===== src/rtl/round_recorder.sv =====
// rtl/round_recorder.sv - rock/paper/scissors match recorder with per-round result history
module round_recorder #(
    parameter int ROUNDS = 5
) (
    input  logic                  newClk,
    input  logic                  rst,
    input  logic                  clear,
    input  logic                  play,
    input  logic [1:0]            p1_move,
    input  logic [1:0]            p2_move,
    output logic [2*ROUNDS-1:0]   out_cr,
    output logic [2:0]            round_cnt,
    output logic                  done,
    output logic                  err
);

    // Move encoding: 01 rock, 10 paper, 11 scissors, 00 none.
    localparam logic [1:0] MV_ROCK     = 2'b01;
    localparam logic [1:0] MV_PAPER    = 2'b10;
    localparam logic [1:0] MV_SCISSORS = 2'b11;

    // Slot encoding.
    localparam logic [1:0] RES_P1  = 2'b01;
    localparam logic [1:0] RES_P2  = 2'b10;
    localparam logic [1:0] RES_TIE = 2'b11;

    typedef enum logic [1:0] {
        IDLE    = 2'b00,
        COLLECT = 2'b01,
        FULL    = 2'b10
    } state_t;

    state_t                state_q, state_d;
    logic [2*ROUNDS-1:0]   hist_q, hist_d;
    logic [2:0]            cnt_q, cnt_d;
    logic                  done_q, done_d;
    logic                  err_q, err_d;

    logic                  moves_valid;
    logic                  p1_wins;
    logic [1:0]            result;

    // Decide the outcome of the presented move pair.
    always_comb begin
        moves_valid = (p1_move != 2'b00) && (p2_move != 2'b00);
        p1_wins     = ((p1_move == MV_ROCK)     && (p2_move == MV_SCISSORS)) ||
                      ((p1_move == MV_SCISSORS) && (p2_move == MV_PAPER))    ||
                      ((p1_move == MV_PAPER)    && (p2_move == MV_ROCK));
        if (p1_move == p2_move) begin
            result = RES_TIE;
        end else if (p1_wins) begin
            result = RES_P1;
        end else begin
            result = RES_P2;
        end
    end

    // Next-state logic: clear dominates play; rejected plays only raise err.
    always_comb begin
        state_d = state_q;
        hist_d  = hist_q;
        cnt_d   = cnt_q;
        done_d  = done_q;
        err_d   = 1'b0;

        if (clear) begin
            state_d = IDLE;
            hist_d  = '0;
            cnt_d   = 3'd0;
            done_d  = 1'b0;
        end else if (play) begin
            if (!moves_valid || (state_q == FULL)) begin
                err_d = 1'b1;
            end else begin
                for (int k = 0; k < ROUNDS; k++) begin
                    if (cnt_q == 3'(k)) begin
                        hist_d[2*k +: 2] = result;
                    end
                end
                cnt_d = cnt_q + 3'd1;
                if (cnt_q == 3'(ROUNDS - 1)) begin
                    state_d = FULL;
                    done_d  = 1'b1;
                end else begin
                    state_d = COLLECT;
                end
            end
        end
    end

    // State register; reset acts immediately without waiting for a clock edge.
    always_ff @(posedge newClk or posedge rst) begin
        if (rst) begin
            state_q <= IDLE;
            hist_q  <= '0;
            cnt_q   <= 3'd0;
            done_q  <= 1'b0;
            err_q   <= 1'b0;
        end else begin
            state_q <= state_d;
            hist_q  <= hist_d;
            cnt_q   <= cnt_d;
            done_q  <= done_d;
            err_q   <= err_d;
        end
    end

    assign out_cr    = hist_q;
    assign round_cnt = cnt_q;
    assign done      = done_q;
    assign err       = err_q;

endmodule


===== config.mk =====
export PLATFORM = sky130hd
export DESIGN_NAME = round_recorder
export DESIGN_NICKNAME = d
export VERILOG_FILES = /design/src/rtl/round_recorder.sv
export SDC_FILE = /design/constraint.sdc
export NUM_CORES = 1
export LEC_CHECK = 0
export CAP_MARGIN = 20
export CELL_PAD_IN_SITES_DETAIL_PLACEMENT = 1
export CELL_PAD_IN_SITES_GLOBAL_PLACEMENT = 1
export CORE_MARGIN = 1
export CORE_UTILIZATION = 30
export CTS_BUF_LIST = sky130_fd_sc_hd__clkbuf_8
export CTS_CLUSTER_SIZE = 12
export DETAILED_ROUTE_END_ITERATION = 10
export PLACE_DENSITY_LB_ADDON = 0.1
export SETUP_SLACK_MARGIN = 0.2
export SLEW_MARGIN = 25
export SYNTH_ARGS = -nofsm -noshare
export SYNTH_HDL_FRONTEND = slang
export SYNTH_SLANG_ARGS = --single-unit

===== constraint.sdc =====
create_clock -name newClk -period 3.65 [get_ports newClk]
set_clock_uncertainty 0.05 [all_clocks]
set_input_delay 0.73 -clock newClk [delete_from_list [all_inputs] [get_ports newClk]]
set_output_delay 0.73 -clock newClk [all_outputs]
set_load 0.02 [all_outputs]

==> reports/qor.yml, run 1 <==
detailed_routing:
  wl_per_cell_microns: 14.6
  viasPerCell: 5.08
  first_pass_iters: 4
  drt-initial-drc-count: 16
  vias: 838
  drc_errors: 0
  routed_wl_microns: 2410
  antenna_left: 0
setup_path:
  slowest_stage: "clkdlybuf4s50_1"
  critPathMaxFanout: 8
  crit_chain: "clkdlybuf4s50_1 > and4bb_2 > nor3_1 > nand3_1 > a21oi_1"
  crit_type: "input port to register"
  max_stage_delay_ns: 0.63
  crit_arrival_ns: 2.48
  worstPathRequired_ns: 3.77
  reg2reg_slack_ns: 1.80
  critPathLaunchType: "input port"
  end_kind: "register"
layout:
  drive_above_1_share_pct: 8.26
  area_delta_synth_final_pct: 33.2
  multi_input_area_sq_um: 475
  fin_area_sq_um: 1260
  diodes: 0
  fill_cells: 373
  seq_area_sq_um: 425
  final_nets: 135
timing:
  slew_headroom_pct: 55.0
  fin_setup_tns_ns: 0
  fin_crit_sh_pct: 64.8
  setup_viol_count_final: 0
  clock.fmax_mhz: 423
  hold_viol_final: 0
  worst_hold_slack_ns: 0.475
  slew_viol_final: 0
  rsz0062_at_grt: "no"
  worst_pin_slew_ns: 0.674
  min_period_ns: 2.36
clocking:
  cts_hold_buf: 0
  clock_latency_ns: 0.26
  cts_max_level: 1
  cts_inserted_buffers: 3
  clk_pin_slew_ns: 0.07
  cts_max_path_buffers: 2
  cts_resized: 0
  cts_tree: "done"
  cts_root_buf: "clkbuf_8"
  clock_sinks: 17
  post_cts_buffers: 0
global_routing:
  grt_max_degree: 18
  grt_pass1_vias: 827
  grt_pass1_wl_microns: 3990
  grt-ovfl-total: 0
  grt_use_total_pct: 15.6
  antenna_found_initial: 0
power:
  seqPwrFrac_pct: 46.7
  p_comb_share_pct: 20.2
  power_switching_w: 0.000126
  internal-power_w: 0.000310
  clock_power_share_pct: 33.1
  switching_share_pct: 28.9
  vdd_ir_drop_max_v: 0.000168
  power_density_nw_per_um2: 346
  p_leak_nw: 0.541
yosys:
  ys_warn_count: 0
  synth.distinct_cells: 29
  netlist_area_sq_um: 946
  syn-num-nets: 110
  ys_seq_area_share_pct: 45.0
  synth_area_per_cell_sq_um: 9.75
  synth_cells: 97
  ys_ff_latch: 17
die:
  die_x_microns: 58.2
  die-area_sq_um: 3380
  coreArea_sq_um: 3030
  dieHeight_microns: 58.2
  start_util_pct: 31.2
  row_count: 20
  ioPinCount: 23
place:
  placedInstanceArea_sq_um: 1210
  place_hpwl_microns: 1770
  place_congestion: 0.725
  portBuffers: 22
hold_path:
  hp-class: "register to register"
job:
  max-cap-violations: 0
run_status:
  status: "finished, final reports clean"
Yosys cell counts:
library cell  instances  area share [%]
or2b_1                2             1.6
nand2_1               5             2.0
or2b_4                1             1.2
dfrtp_1              17              45
xnor2_1               1            0.93
a21oi_1               9             4.8
o21ai_0               6             3.2
nor2b_1               1            0.66
o22ai_2               1             1.3
o41ai_1               6             5.6
and4b_2               2             2.4
ha_1                  5             6.6
and4bb_2              1             1.3
clkbuf_1              2            0.79
nand2b_1              1            0.66
and3_1                1            0.66
mux2i_1               2             2.1
o211a_1               1             1.1
o22a_1                1            0.93
nor3_1                3             1.6
nor2_1                4             1.6
or4_1                 1            0.79
nand3_1               5             2.6
or3_1                 1            0.66
inv_1                10             4.0
nand4_1               1            0.66
a211oi_1              2             1.6
or3_4                 1             1.2
and2_1                4             2.6
cell usage in the layout (no fill, tap or decap), drive strengths merged, types with 2 or more instances in the layout:
cell / count
nand3: 5
and4b: 2
and2: 4
o21ai: 6
a21oi: 9
or2b: 3
o41ai: 6
clkdlybuf4s50: 22
ha: 5
dfrtp: 17
a211oi: 2
nor2: 4
nor3: 3
mux2i: 2
nand2: 5
inv: 10
or3: 2
clkbuf: 3
metrics by stage:
step	power, W	setup WS (ns)	utilization (%)	instances
after floorplan	0.000256	1.75	-	97
after global placement	0.000294	1.08	40.1	161
after detailed placement	0.000296	1.05	40.1	161
after CTS	0.000443	1.31	41.6	165
after global routing	0.000459	1.17	41.6	165
final	0.000436	1.29	41.6	165
flip-flops by register name (all words and copies together), names as in the netlist:
signal,cells
out_cr,10
round_cnt,3
state_q,2
err,1
done,1
critical path: cells and delay by family:
| family | cells | cell delay [ns] |
|---|---|---|
| AO/OA/AOI/OAI | 1 | 0.15 |
| buffers and inverters | 1 | 0.63 |
| AND/OR/NAND/NOR | 3 | 0.97 |
kinds of logic (layout without fill, tap and decap cells):
family / count (synthesis) / after routing / share of synthesized area, %
multiplexers: 2 / 2 / 2.12
adder cells (fa/ha/maj): 5 / 5 / 6.61
AO/OA/AOI/OAI: 26 / 26 / 18.4
XOR/XNOR: 1 / 1 / 0.926
AND/OR/NAND/NOR: 34 / 34 / 22.2
flip-flops: 17 / 17 / 45.0
buffers and inverters: 12 / 36 / 4.76
per-layer routing:
layer	global-route usage, %	share of wire (%)	vias up
met4	5.10	0.95	0
li1	-	-	398
met5	0	0	-
met3	2.90	3.9	3
met1	21.1	47	418
met2	25.3	48	19
final cells by class:
type                       instances  share of cell area (%)
multi-input combinational         68                    37.7
sequential                        17                    33.8
timing repair buffer              22                    17.5
tap                               44                    4.37
clock buffer                       3                    3.28
inverter                          10                    2.98
clock inverter                     1                   0.397
worst paths after layout:
kind                         startpoint           end  cells after the start
hold / removal                     done          done                      2
min in group asynchronous           rst  round_cnt[1]                      2
setup reg to reg           round_cnt[0]     out_cr[8]                      6
setup / recovery             p1_move[0]     out_cr[5]                      5
hold reg to reg                    done          done                      2
max in group asynchronous           rst           err                      2
power groups by stage:
stage / Combinational, W / Sequential, W / Clock [W]
after floorplan: 0.0000423 / 0.000214 / 0
after global placement: 0.0000871 / 0.000207 / 0
after detailed placement: 0.0000893 / 0.000207 / 0
after CTS: 0.0000899 / 0.000204 / 0.000149
after global routing: 0.0000988 / 0.000205 / 0.000156
final: 0.0000882 / 0.000204 / 0.000144
No activity file was read; power rests on OpenSTA's default activity.
==> run 2: changes to the inputs <==
==> constraint.sdc (replaced) <==
create_clock -name newClk -period 2 [get_ports newClk]
set_clock_uncertainty 0.05 [all_clocks]
set_input_delay 0.4 -clock newClk [delete_from_list [all_inputs] [get_ports newClk]]
set_output_delay 0.4 -clock newClk [all_outputs]
set_load 0.02 [all_outputs]
==> reports/qor.yml, run 2 (synthesized netlist as in run 1, its figures left out) <==
power:
  total_power_w: 0.000820
  p_leak_nw: 0.686
  vdd_ir_drop_max_v: 0.000261
  power_density_nw_per_um2: 574
setup_path:
  crit_chain: "clkdlybuf4s50_1"
  path_delay_family: "buffers and inverters"
  crit_type: "register to output pin"
  critPathLaunchType: "register"
  crit_arrival_ns: 1.24
  crit_start: "out_cr[0]"
  max_stage_delay_ns: 0.61
  timing.critical_path.buf_inv: 1
  end_kind: "output pin"
  critPathMaxFanout: 2
  r2r_start: "round_cnt[0]"
  reg2reg_slack_ns: 0.32
  worstPathRequired_ns: 1.55
  slowest_stage: "clkdlybuf4s50_1"
job:
  max-cap-violations: 0
timing:
  fin_crit_sh_pct: 84.3
  min_period_ns: 1.69
  rsz0062_at_grt: "no"
  worst_pin_slew_ns: 0.490
  setup_ws_ns: 0.315
  fin_setup_tns_ns: 0
  slew_viol_final: 0
  setup_viol_count_final: 0
  slew_headroom_pct: 67.3
  hold_viol_final: 0
  clock.fmax_mhz: 593
global_routing:
  grt_use_met1_pct: 21.8
  met2_usage_pct: 27.3
  grt_pass1_wl_microns: 4240
  grt_use_total_pct: 16.9
  top_usage_layer: "met2"
  grt_max_degree: 18
  grt-ovfl-total: 0
  grtUsageMet3_pct: 3.35
  antenna_found_initial: 0
  grt_pass1_vias: 913
hold_path:
  hp-class: "input port to async pin"
run_status:
  status: "finished, final reports clean"
place:
  portBuffers: 22
  place_congestion: 0.800
  dp_cells: 177
  place_hpwl_microns: 1940
  pre_cts_slack_ns: -0.152
detailed_routing:
  antenna_left: 0
  drt-initial-drc-count: 23
  routed_wl_microns: 2610
  first_pass_iters: 3
  viasPerCell: 4.95
  drc_errors: 0
  wl_per_cell_microns: 14.3
  vias: 900
clocking:
  cts_root_buf: "clkbuf_8"
  cts_max_path_buffers: 2
  cts_tree: "done"
  clock_latency_ns: 0.25
  cts_max_level: 1
  clk_pin_slew_ns: 0.06
  cts_hold_buf: 0
  cts_inserted_buffers: 3
  clock_sinks: 17
layout:
  multi_input_area_sq_um: 522
  final_nets: 152
  final_cell_mix: "dfrtp_1, buf_4, clkdlybuf4s50_1"
  fill_cells: 363
  area_delta_synth_final_pct: 51.2
  seq_area_sq_um: 425
  diodes: 0
  largest_register_ffs: 10
  drive_above_1_share_pct: 23.9
  layoutNonFillerInstCount: 182
die:
  start_util_pct: 31.2
  ioPinCount: 23
  dieHeight_microns: 58.2
  row_count: 20
  coreArea_sq_um: 3030
  die_x_microns: 58.2
  die-area_sq_um: 3380
-- run 2: changes by cell type in the layout (fill, tap and decap cells not counted) --
cell and change:
inv_1 +1, dlymetal6s2s_1 +2, mux2i_2 +1, clkdlybuf4s50_1 -8, nor3_2 +1, nor3_1 -1
o41ai_1 -5, buf_4 +17, dlygate4sd2_1 +6, clkinv_2 -1, mux2i_1 -1, o41ai_2 +5
-- run 2: cell type report --
class	instances	share of cell area (%)
clock inverters	1	0.262
repair buffers	39	24.1
inverters	10	2.62
clock buffers	3	2.89
well taps	44	3.85
flip-flops and latches	17	29.7
multi-input cells	68	36.5
-- run 2: repair_timing --
action                                  CTS  global route
resized for setup                        13             2
endpoints found under the setup margin    9             2
buffers inserted                          1             0
pin swaps                                 2             0
-- run 2: routing by layer --
metal  part of all wire (%)  wire [microns]  vias up
li1                       -               -      431
met1                     47            1210      443
met2                     48            1250       19
met3                    3.6              93        7
met4                    2.1              54        0
met5                      0               0        -
-- run 2: worst paths after layout --
path                            cells past startpoint           end
worst min-delay path                                3  round_cnt[0]
max in group asynchronous                           3     out_cr[6]
worst min register to register                      2          done
worst max-delay path                                1     out_cr[0]
min in group newClk                                 2          done
worst max register to register                      6     out_cr[4]
-- run 2: per-stage QoR --
step / hold slack, ns / utilization [%] / area (sq um)
floorplan: 0.276 / - / 946
global placement: 0.453 / 44.0 / 1330
detailed placement: 0.458 / 44.0 / 1330
CTS: 0.425 / 47.1 / 1430
global route: 0.434 / 47.2 / 1430
finish: 0.417 / 47.2 / 1430
-- run 2: power breakdown --
| part | switching [W] | internal [W] |
|---|---|---|
| registers | 0.0000129 | 0.000358 |
| clock network | 0.000112 | 0.000136 |
| logic | 0.000108 | 0.0000925 |
==> run 3: changes to the inputs <==
==> constraint.sdc (replaced) <==
create_clock -name newClk -period 1.37 [get_ports newClk]
set_clock_uncertainty 0.05 [all_clocks]
set_input_delay 0.274 -clock newClk [delete_from_list [all_inputs] [get_ports newClk]]
set_output_delay 0.274 -clock newClk [all_outputs]
set_load 0.02 [all_outputs]
==> reports/qor.yml, run 3 (synthesized netlist as in run 1, its figures left out) <==
run_status:
  status: "finished with violations"
  failed_checks: "setup timing"
timing:
  hold_viol_final: 0
  rsz0062_at_grt: "yes"
  clock.fmax_mhz: 618
  setup_ws_ns: -0.248
  slew_viol_final: 0
  worst_pin_slew_ns: 0.268
  fin_setup_tns_ns: -1.53
  setup_viol_count_final: 11
  fin_crit_sh_pct: 118
  slew_headroom_pct: 82.0
  min_period_ns: 1.62
detailed_routing:
  first_pass_iters: 2
  vias: 958
  antenna_left: 0
  drc_errors: 0
  wl_per_cell_microns: 14.9
  drt-initial-drc-count: 4
  viasPerCell: 4.79
  routed_wl_microns: 2980
setup_path:
  r2r-end: "out_cr[0]"
  worstPathRequired_ns: 1.47
  critPathMaxFanout: 4
  crit_type: "register to register"
  end_kind: "register"
  max_stage_delay_ns: 0.42
  critPathLaunchType: "register"
  reg2reg_slack_ns: -0.25
  crit_arrival_ns: 1.71
  r2r_start: "round_cnt[2]"
  reg2reg_depth: 5
  crit_chain: "or2b_4 > buf_6 > o41ai_4 > o41ai_2 > and2_1"
  slowest_stage: "dfrtp_2"
layout:
  largest_register_ffs: 10
  fin_area_sq_um: 1690
  final_nets: 170
  final_cell_mix: "buf_4, buf_6, dfrtp_1"
  utilization_pct: 55.7
  seq_area_sq_um: 429
  final_common_cell: "buf_4"
  fill_cells: 343
  diodes: 0
  multi_input_area_sq_um: 654
  drive_above_1_share_pct: 62.2
  area_delta_synth_final_pct: 78.4
place:
  portBuffers: 22
  pre_cts_slack_ns: -0.661
  place_congestion: 0.815
  place_hpwl_microns: 2070
  placedInstanceArea_sq_um: 1450
clocking:
  cts_max_level: 1
  clk_pin_slew_ns: 0.07
  cts_root_buf: "clkbuf_8"
  clock_latency_ns: 0.25
  cts_tree: "done"
  cts_inserted_buffers: 3
  clock_sinks: 17
  cts_hold_buf: 0
  cts_max_path_buffers: 2
power:
  vdd_ir_drop_max_v: 0.000434
  power_density_nw_per_um2: 798
  p_leak_nw: 0.793
global_routing:
  antenna_found_initial: 0
  grt_pass1_vias: 1026
  grt_pass1_wl_microns: 5000
  grt_max_degree: 18
  grt-ovfl-total: 0
  grt_use_total_pct: 19.9
die:
  coreArea_sq_um: 3030
  ioPinCount: 23
  dieHeight_microns: 58.2
  die-area_sq_um: 3380
  row_count: 20
  die_x_microns: 58.2
  start_util_pct: 31.2
job:
  max-cap-violations: 0
hold_path:
  hp-class: "input port to async pin"
## run 3: changes by cell type in the layout (fill, tap and decap cells not counted), moves of 5 or more
cell | before | now
inv_1 | 11 | 6
clkdlybuf4s50_1 | 14 | 2
buf_4 | 17 | 24
dlygate4sd2_1 | 6 | 1
o21ai_0 | 6 | 1
buf_6 | 0 | 16
buf_2 | 0 | 13
## run 3: per-stage QoR
stage	instances	hold WS (ns)	power, W
after CTS	191	0.294	0.00128
after global routing	200	0.310	0.00142
after global placement	186	0.456	0.000869
final	200	0.284	0.00135
after floorplan	97	0.150	0.000701
after detailed placement	186	0.462	0.000877
## run 3: critical path, delay by kind of cell (launching register included)
family	cells	cell delay, ns
buf+inv	1	0.14
flops	1	0.42
compound gates	2	0.49
simple gates	2	0.41
## run 3: final cells by class
class | count | share of cell area [%]
clock buffer | 3 | 2.45
clock inverter | 1 | 0.297
inverter | 10 | 2.22
multi-input combinational | 68 | 38.8
sequential | 17 | 25.4
tap | 44 | 3.26
timing repair buffer | 57 | 27.6
## run 3: how the worst max path moves through the flow
stage / from / end / slack [ns] / cells past startpoint
after floorplan: round_cnt[2] / out_cr[2] / -0.26 / 4
after global placement: p2_move[1] / out_cr[0] / -0.63 / 5
after detailed placement: p2_move[1] / out_cr[2] / -0.66 / 5
after CTS: round_cnt[1] / out_cr[0] / -0.22 / 6
after global routing: round_cnt[2] / out_cr[0] / -0.30 / 5
final: round_cnt[2] / out_cr[0] / -0.25 / 5
## run 3: routing by layer
layer | track usage (%) | vias up | share of wire, %
li1 | - | 467 | -
met1 | 26.2 | 472 | 46
met2 | 32.3 | 15 | 50
met3 | 3.79 | 4 | 2.6
met4 | 7.82 | 0 | 1.2
met5 | 0 | - | 0
## run 3: report_power, final
| part | switching, W | internal, W |
|---|---|---|
| registers | 0.0000187 | 0.000524 |
| clock network | 0.000183 | 0.000202 |
| logic | 0.000207 | 0.000212 |
| total | 0.000408 | 0.000939 |
## run 3: timing repair
item                                    CTS  global route
resized for setup                       100            27
endpoints found under the setup margin   32            22
pin swaps                                16            10
buffers inserted                          1             9
